--- config.mk ---
export PLATFORM = sky130hd
export DESIGN_NAME = cp0_exc_unit_flat
export DESIGN_NICKNAME = d
export VERILOG_FILES = /design/src/rtl/cp0_exc_unit_pkg.sv /design/src/rtl/cp0_exc_unit_if.sv /design/src/rtl/cp0_exc_unit_int_sync.sv /design/src/rtl/cp0_exc_unit.sv /design/src/flat_wrapper.sv
export SDC_FILE = /design/constraint.sdc
export NUM_CORES = 1
export LEC_CHECK = 0
export BUFFER_PORTS_ARGS = -buffer_cell sky130_fd_sc_hd__buf_2
export CAP_MARGIN = 20
export CORE_MARGIN = 2
export CORE_UTILIZATION = 43
export CTS_BUF_LIST = sky130_fd_sc_hd__clkbuf_8
export DETAILED_ROUTE_END_ITERATION = 10
export PLACE_DENSITY = 0.78
export SLEW_MARGIN = 15
export SYNTH_ARGS = -nofsm -noshare
export SYNTH_HDL_FRONTEND = slang
export SYNTH_SLANG_ARGS = --single-unit
--- constraint.sdc ---
create_clock -name clk -period 1.65 [get_ports clk]
set_input_delay 0.165 -clock clk [delete_from_list [all_inputs] [get_ports clk]]
set_output_delay 0.165 -clock clk [all_outputs]
set_load 0.02 [all_outputs]
--- src/rtl/cp0_exc_unit_pkg.sv ---
// Shared MIPS CP0 definitions: register numbers, SR/Cause field positions,
// ExcCode values and the USER/HANDLER mode encoding.
package mips_defs;

   localparam logic [4:0] CP0_SR    = 5'd12;
   localparam logic [4:0] CP0_CAUSE = 5'd13;
   localparam logic [4:0] CP0_EPC   = 5'd14;
   localparam logic [4:0] CP0_PRID  = 5'd15;

   localparam int SR_IM_LSB    = 10;
   localparam int SR_EXL_BIT   = 1;
   localparam int SR_IE_BIT    = 0;
   localparam int CAUSE_BD_BIT = 31;
   localparam int CAUSE_IP_LSB = 10;
   localparam int CAUSE_EC_LSB = 2;

   localparam logic [4:0] EXC_NONE = 5'd0;
   localparam logic [4:0] EXC_INT  = 5'd0;
   localparam logic [4:0] EXC_ADEL = 5'd4;
   localparam logic [4:0] EXC_ADES = 5'd5;
   localparam logic [4:0] EXC_RI   = 5'd10;
   localparam logic [4:0] EXC_OV   = 5'd12;

   typedef enum logic {
      MODE_USER    = 1'b0,
      MODE_HANDLER = 1'b1
   } cp0_mode_e;

   // A faulting delay-slot instruction restarts at its branch, one word back.
   function automatic logic [31:0] restart_pc(input logic [31:0] pc, input logic bd);
      return bd ? (pc - 32'd4) : pc;
   endfunction

endpackage

--- src/rtl/cp0_exc_unit_if.sv ---
// Pipeline <-> CP0 exception unit signal bundle.
interface cp0_exc_unit_if;
   logic [4:0]  exc_code;
   logic [31:0] pc_m;
   logic        bd_m;
   logic        m_valid;
   logic [5:0]  hw_int;
   logic        cp0_we;
   logic [4:0]  cp0_addr;
   logic [31:0] cp0_wdata;
   logic        eret_m;
   logic [31:0] cp0_rdata;
   logic        exc_req;
   logic [31:0] exc_pc;
   logic [31:0] epc_out;

   modport master (
      output exc_code, pc_m, bd_m, m_valid, hw_int,
             cp0_we, cp0_addr, cp0_wdata, eret_m,
      input  cp0_rdata, exc_req, exc_pc, epc_out
   );

   modport slave (
      input  exc_code, pc_m, bd_m, m_valid, hw_int,
             cp0_we, cp0_addr, cp0_wdata, eret_m,
      output cp0_rdata, exc_req, exc_pc, epc_out
   );
endinterface

--- src/rtl/cp0_exc_unit_int_sync.sv ---
// Two-flop synchroniser for the asynchronous external interrupt lines.
module cp0_int_sync #(
   parameter int WIDTH = 6
) (
   input  logic             clk,
   input  logic             reset,
   input  logic [WIDTH-1:0] din,
   output logic [WIDTH-1:0] dout
);

   logic [WIDTH-1:0] meta;

   always_ff @(posedge clk or posedge reset) begin
      if (reset) begin
         meta <= '0;
         dout <= '0;
      end else begin
         meta <= din;
         dout <= meta;
      end
   end

endmodule

--- src/rtl/cp0_exc_unit.sv ---
// CP0 exception/interrupt unit at the end of M: holds SR/Cause/EPC/PRId,
// raises flush+redirect on exceptions/interrupts and serves mfc0/mtc0/eret.
module cp0_exc_unit
   import mips_defs::*;
#(
   parameter logic [31:0] HANDLER_ADDR = 32'h0000_4180,
   parameter logic [31:0] PRID_VAL     = 32'h0000_0000
) (
   input logic           clk,
   input logic           reset,
   cp0_exc_unit_if.slave bus
);

   cp0_mode_e   mode;
   logic [5:0]  sr_im;
   logic        sr_ie;
   logic        cause_bd;
   logic [5:0]  cause_ip;
   logic [4:0]  cause_exc;
   logic [31:0] epc;
   logic [5:0]  int_sync;

   logic        exl;
   logic        int_pend;
   logic        exc_pend;
   logic        exc_req;
   logic [31:0] sr_word;
   logic [31:0] cause_word;
   logic        unused_wdata;

   cp0_int_sync #(.WIDTH(6)) u_int_sync (
      .clk   (clk),
      .reset (reset),
      .din   (bus.hw_int),
      .dout  (int_sync)
   );

   // exc_req is forced low while reset is held so the flush never fires mid-reset.
   always_comb begin
      exl      = (mode == MODE_HANDLER);
      int_pend = (|(int_sync & sr_im)) & sr_ie & ~exl & bus.m_valid;
      exc_pend = (bus.exc_code != EXC_NONE) & ~exl & bus.m_valid;
      exc_req  = (int_pend | exc_pend) & ~reset;
   end

   always_ff @(posedge clk or posedge reset) begin
      if (reset) begin
         mode      <= MODE_USER;
         sr_im     <= '0;
         sr_ie     <= 1'b0;
         cause_bd  <= 1'b0;
         cause_ip  <= '0;
         cause_exc <= '0;
         epc       <= '0;
      end else begin
         cause_ip <= int_sync;
         if (exc_req) begin
            epc       <= restart_pc(bus.pc_m, bus.bd_m);
            cause_bd  <= bus.bd_m;
            cause_exc <= int_pend ? EXC_INT : bus.exc_code;
            mode      <= MODE_HANDLER;
         end else begin
            if (bus.cp0_we) begin
               case (bus.cp0_addr)
                  CP0_SR: begin
                     sr_im <= bus.cp0_wdata[SR_IM_LSB +: 6];
                     sr_ie <= bus.cp0_wdata[SR_IE_BIT];
                     mode  <= bus.cp0_wdata[SR_EXL_BIT] ? MODE_HANDLER : MODE_USER;
                  end
                  CP0_EPC: epc <= bus.cp0_wdata;
                  default: ;
               endcase
            end
            // eret is ordered after mtc0 so it always leaves HANDLER mode.
            if (bus.eret_m) begin
               mode <= MODE_USER;
            end
         end
      end
   end

   always_comb begin
      sr_word                          = '0;
      sr_word[SR_IM_LSB +: 6]          = sr_im;
      sr_word[SR_EXL_BIT]              = exl;
      sr_word[SR_IE_BIT]               = sr_ie;
      cause_word                       = '0;
      cause_word[CAUSE_BD_BIT]         = cause_bd;
      cause_word[CAUSE_IP_LSB +: 6]    = cause_ip;
      cause_word[CAUSE_EC_LSB +: 5]    = cause_exc;
   end

   always_comb begin
      case (bus.cp0_addr)
         CP0_SR:    bus.cp0_rdata = sr_word;
         CP0_CAUSE: bus.cp0_rdata = cause_word;
         CP0_EPC:   bus.cp0_rdata = epc;
         CP0_PRID:  bus.cp0_rdata = PRID_VAL;
         default:   bus.cp0_rdata = '0;
      endcase
   end

   assign bus.exc_req = exc_req;
   assign bus.exc_pc  = exc_req ? HANDLER_ADDR : epc;
   assign bus.epc_out = epc;

   assign unused_wdata = ^{bus.cp0_wdata[31:16], bus.cp0_wdata[9:2]};

endmodule
--- src/flat_wrapper.sv ---
// flat-port wrapper written by rule: the top's interface ports become plain ports
module cp0_exc_unit_flat import mips_defs::*;
#(
   parameter logic [31:0] HANDLER_ADDR = 32'h0000_4180,
   parameter logic [31:0] PRID_VAL     = 32'h0000_0000
)
  (clk, reset, bus_exc_code, bus_pc_m, bus_bd_m, bus_m_valid, bus_hw_int, bus_cp0_we, bus_cp0_addr, bus_cp0_wdata, bus_eret_m, bus_cp0_rdata, bus_exc_req, bus_exc_pc, bus_epc_out);
  cp0_exc_unit_if bus_i ();
  input logic clk;
  input logic reset;
  input wire logic [$bits(bus_i.exc_code)-1:0] bus_exc_code;
  input wire logic [$bits(bus_i.pc_m)-1:0] bus_pc_m;
  input wire logic [$bits(bus_i.bd_m)-1:0] bus_bd_m;
  input wire logic [$bits(bus_i.m_valid)-1:0] bus_m_valid;
  input wire logic [$bits(bus_i.hw_int)-1:0] bus_hw_int;
  input wire logic [$bits(bus_i.cp0_we)-1:0] bus_cp0_we;
  input wire logic [$bits(bus_i.cp0_addr)-1:0] bus_cp0_addr;
  input wire logic [$bits(bus_i.cp0_wdata)-1:0] bus_cp0_wdata;
  input wire logic [$bits(bus_i.eret_m)-1:0] bus_eret_m;
  output wire logic [$bits(bus_i.cp0_rdata)-1:0] bus_cp0_rdata;
  output wire logic [$bits(bus_i.exc_req)-1:0] bus_exc_req;
  output wire logic [$bits(bus_i.exc_pc)-1:0] bus_exc_pc;
  output wire logic [$bits(bus_i.epc_out)-1:0] bus_epc_out;
  assign bus_i.exc_code = bus_exc_code;
  assign bus_i.pc_m = bus_pc_m;
  assign bus_i.bd_m = bus_bd_m;
  assign bus_i.m_valid = bus_m_valid;
  assign bus_i.hw_int = bus_hw_int;
  assign bus_i.cp0_we = bus_cp0_we;
  assign bus_i.cp0_addr = bus_cp0_addr;
  assign bus_i.cp0_wdata = bus_cp0_wdata;
  assign bus_i.eret_m = bus_eret_m;
  assign bus_cp0_rdata = bus_i.cp0_rdata;
  assign bus_exc_req = bus_i.exc_req;
  assign bus_exc_pc = bus_i.exc_pc;
  assign bus_epc_out = bus_i.epc_out;
  cp0_exc_unit #(.HANDLER_ADDR(HANDLER_ADDR), .PRID_VAL(PRID_VAL)) u_core (.clk(clk), .reset(reset), .bus(bus_i));
endmodule
==> reports/results.ini <==
[job]
maxCapViolCount=0

[logic_synthesis]
ys.flop_type=dfrtp_1
yosysSeqAreaShare_pct=42.65
yosysTopAreaCell=dfrtp_1
netlist_instances=368
yosysTopAreaCellShare_pct=42.65
synth_top_family_by_area=simple AND/OR/NAND/NOR gates
muxShareOfSynthArea_pct=18.36
synth_area_leaders=dfrtp_1 (43%), mux2i_1 (16%), and2_1 (7.8%)
synth_nets=455
synth.distinct_cells=45
synth_compound_area_share_pct=7.531
synth-xor-area-share_pct=6.065
ys_ff_latch=64
syn_avg_cell_area_um2=10.20
async_flop_share_pct=100.0
ys_warn_count=0
synth_fa_ha_area_share_pct=0.3332
netlist_area_mm2=0.003755
synth_edf_count=0
synth-simple-area-share_pct=22.26

[critical_path]
worst_setup_path_end_kind=primary output
setup.worst_path.class=register to primary output
crit_required_ns=1.48
arrival_ns=2.03
rr_worst_depth=9
start_kind=register
r2r_end=u_core.bus.epc_out[20]$_DFFE_PP0P_
r2r_slack_ns=-0.43
worstPathMaxFanout=5
r2r_start=u_core.sr_im[4]$_DFFE_PP0P_

[power]
pwr-share-clk_pct=25.7
seqPwrFrac_pct=35.5
p_int_w=0.003853
cellPowerDensity_mw_per_mm2=949.9
switching_share_pct=34.99
switchingPower_w=0.002074
p_leak_nw=2.978
pwr-share-comb_pct=38.9
ir_drop_mv=0.6124
power.total_w=0.005927

[drt]
vias=3932
viasPerCell=5.328
drtIter0Drc=188
first_pass_iters=4
postRouteAntennaNets=0
wirelength_um=13570
route.detailed.drc=0
wl_per_cell_um=18.38

[sta]
worst_slack_ns=-0.5481
worst_pin_slew_ns=0.5107
report.final.slew_viol_count=0
fin_skew_ns=0.01407
fmax_mhz=454.9
slew_headroom_pct=65.95
finalCritPeriodShare_pct=133.2
finalHoldViolations=0
grt_setup_unrepaired=true
layout_min_cycle_time_ns=2.198
setup_viol=84

[place]
placed_cells=701
gp_congestion=0.8740
portBuffers=182
placedInstanceArea_mm2=0.005294
dp.final_hpwl_um=9051
pre_cts_slack_ns=-0.2941

[min_path]
hold_end=u_core.exl$_DFFE_PP0P_
hold-path-cell-count=2
hp-class=input port to register
hold_start=bus_eret_m

[cts]
cts_tree=done
cts.sinks=64
cts.clk_slew.worst_paths_ns=0.08
cts-root-buf=clkbuf_8
cts_buffer_depth=2
numCtsBuffers=9
clk_latency_ns=0.34
htree_levels=3

[grt]
grt_max_degree=42
antenna_found_initial=0
first_global_vias=4087
grt-ovfl-total=0
grt_usage_pct=27.09
grt_pass1_wl_um=20330

[final_layout]
area_growth_pct=66.18
diodes=0
nFillCells=600
drive_gt1_share_pct=56.19
final_cell_area_mm2=0.006240
stdcell_count=738
fin_nets=712

[run_status]
status=complete, but fails checks
violations=negative setup slack

[die]
initial_core_util_pct=43.70
die_w_um=97.45
die-area_mm2=0.009496
ios=183
core-area_mm2=0.008593
die_h_um=97.45
rows=34

[area by class of cell]
| class | instances | area (um^2) | share of cell area (%) |
|---|---|---|---|
| Inverter | 5 | 25.02 | 0.4010 |
| Multi-Input combinational cell | 281 | 2281 | 36.56 |
| Clock inverter | 6 | 82.58 | 1.323 |
| Sequential cell | 64 | 1602 | 25.67 |
| Timing Repair Buffer | 264 | 1977 | 31.68 |
| Clock buffer | 10 | 137.6 | 2.206 |
| Tap cell | 108 | 135.1 | 2.166 |
[power groups by stage]
stage | combinational [W] | sequential (W) | clock (W)
detailed placement | 0.00196 | 0.00210 | 0
global route | 0.00243 | 0.00214 | 0.00164
CTS | 0.00220 | 0.00209 | 0.00154
floorplan | 0.000961 | 0.00229 | 0
finish | 0.00230 | 0.00210 | 0.00152
global placement | 0.00191 | 0.00209 | 0
[state kept, by name (all words and copies together) (netlist names), 5 cells and up]
name,count
u_core.bus.epc_out,32
u_core.cause_ip,6
u_core.sr_im,6
u_core.u_int_sync.dout,6
u_core.u_int_sync.meta,6
u_core.cause_exc,5
[cell usage after synthesis (2+ instances only)]
master / n
nor4b_1: 3
nor4_1: 11
nand3_1: 4
nand2_1: 19
a22o_1: 11
buf_2: 9
o21ai_0: 11
nor3_1: 9
a21oi_1: 9
mux2_2: 7
nor2_1: 22
nand3b_1: 4
or3_1: 7
inv_1: 4
clkbuf_1: 7
a22oi_1: 4
o41ai_1: 2
xor2_1: 2
and2_1: 47
buf_4: 2
or4_1: 3
mux2i_1: 61
dfrtp_1: 64
xnor2_1: 24
or2_2: 2
[what timing repair did]
action	CTS	global route
endpoints found under the setup margin	98	100
gates cloned	3	3
gates resized for setup	67	86
hold buffers	7	0
endpoints found under the hold margin	29	0
pin swaps	5	9
setup buffers	7	3
[how the worst max path moves through the flow]
stage                                       from                          end  slack (ns)  cells after the start
after floorplan                  bus_exc_code[3]     u_core.sr_ie$_DFFE_PP0P_       -0.09                      6
after global placement           bus_exc_code[3]  u_core.sr_im[2]$_DFFE_PP0P_       -0.26                      7
after detailed placement         bus_exc_code[3]  u_core.sr_im[0]$_DFFE_PP0P_       -0.29                      7
after CTS                 u_core.exl$_DFFE_PP0P_               bus_exc_pc[31]       -0.51                      8
after global routing      u_core.exl$_DFFE_PP0P_               bus_exc_pc[28]       -0.62                      7
final                     u_core.exl$_DFFE_PP0P_               bus_exc_pc[17]       -0.55                      7
[cell families after synthesis]
family | count (synthesis)
buffers and inverters | 23
muxes | 68
adders and majority gates | 1
DFF | 64
and+or+nand+nor | 144
AOI/OAI and AO/OA | 42
xor gates and xnor gates | 26
[per-stage QoR]
stage | TNS [ns] | hold slack [ns] | utilization [%]
2_1_floorplan | -1.728 | 0.1964 | -
3_3_place_gp | -14.72 | 0.2735 | 61.60
3_5_place_dp | -16.91 | 0.2751 | 61.60
4_1_cts | -24.70 | 0.009575 | 68.87
5_1_grt | -33.05 | 0.01128 | 72.61
6_report | -27.25 | 0.01815 | 72.61
[critical path: stages (launching register included)]
cell	delay (ns)
dfrtp_1	0.43
nand3b_1	0.22
a311oi_4	0.30
nor2_4	0.08
buf_6	0.16
clkbuf_16	0.16
and2_2	0.19
buf_2	0.15
[layout by cell type (no fill, tap or decap), drive strengths merged, types with 2 or more instances in the layout]
cell / count
a21oi: 9
a22o: 11
a22oi: 4
and2: 47
buf: 256
bufinv: 2
clkbuf: 11
clkinv: 2
dfrtp: 64
dlygate4sd3: 7
inv: 6
mux2: 7
mux2i: 61
nand2: 19
nand3: 4
nand3b: 4
nor2: 24
nor3: 10
nor4: 12
nor4b: 3
o21ai: 11
o41ai: 2
or2: 2
or3: 8
or4: 4
or4b: 2
xnor2: 24
xor2: 2
[per-layer routing]
metal / wire length (um) / up-vias / track usage, %
li1: - / 1829 / -
met1: 5326 / 1891 / 31.83
met2: 6912 / 170 / 45.78
met3: 829 / 42 / 6.331
met4: 497 / 0 / 14.64
met5: 0 / - / 0
Note: power is estimated with default switching activity, not from simulation.
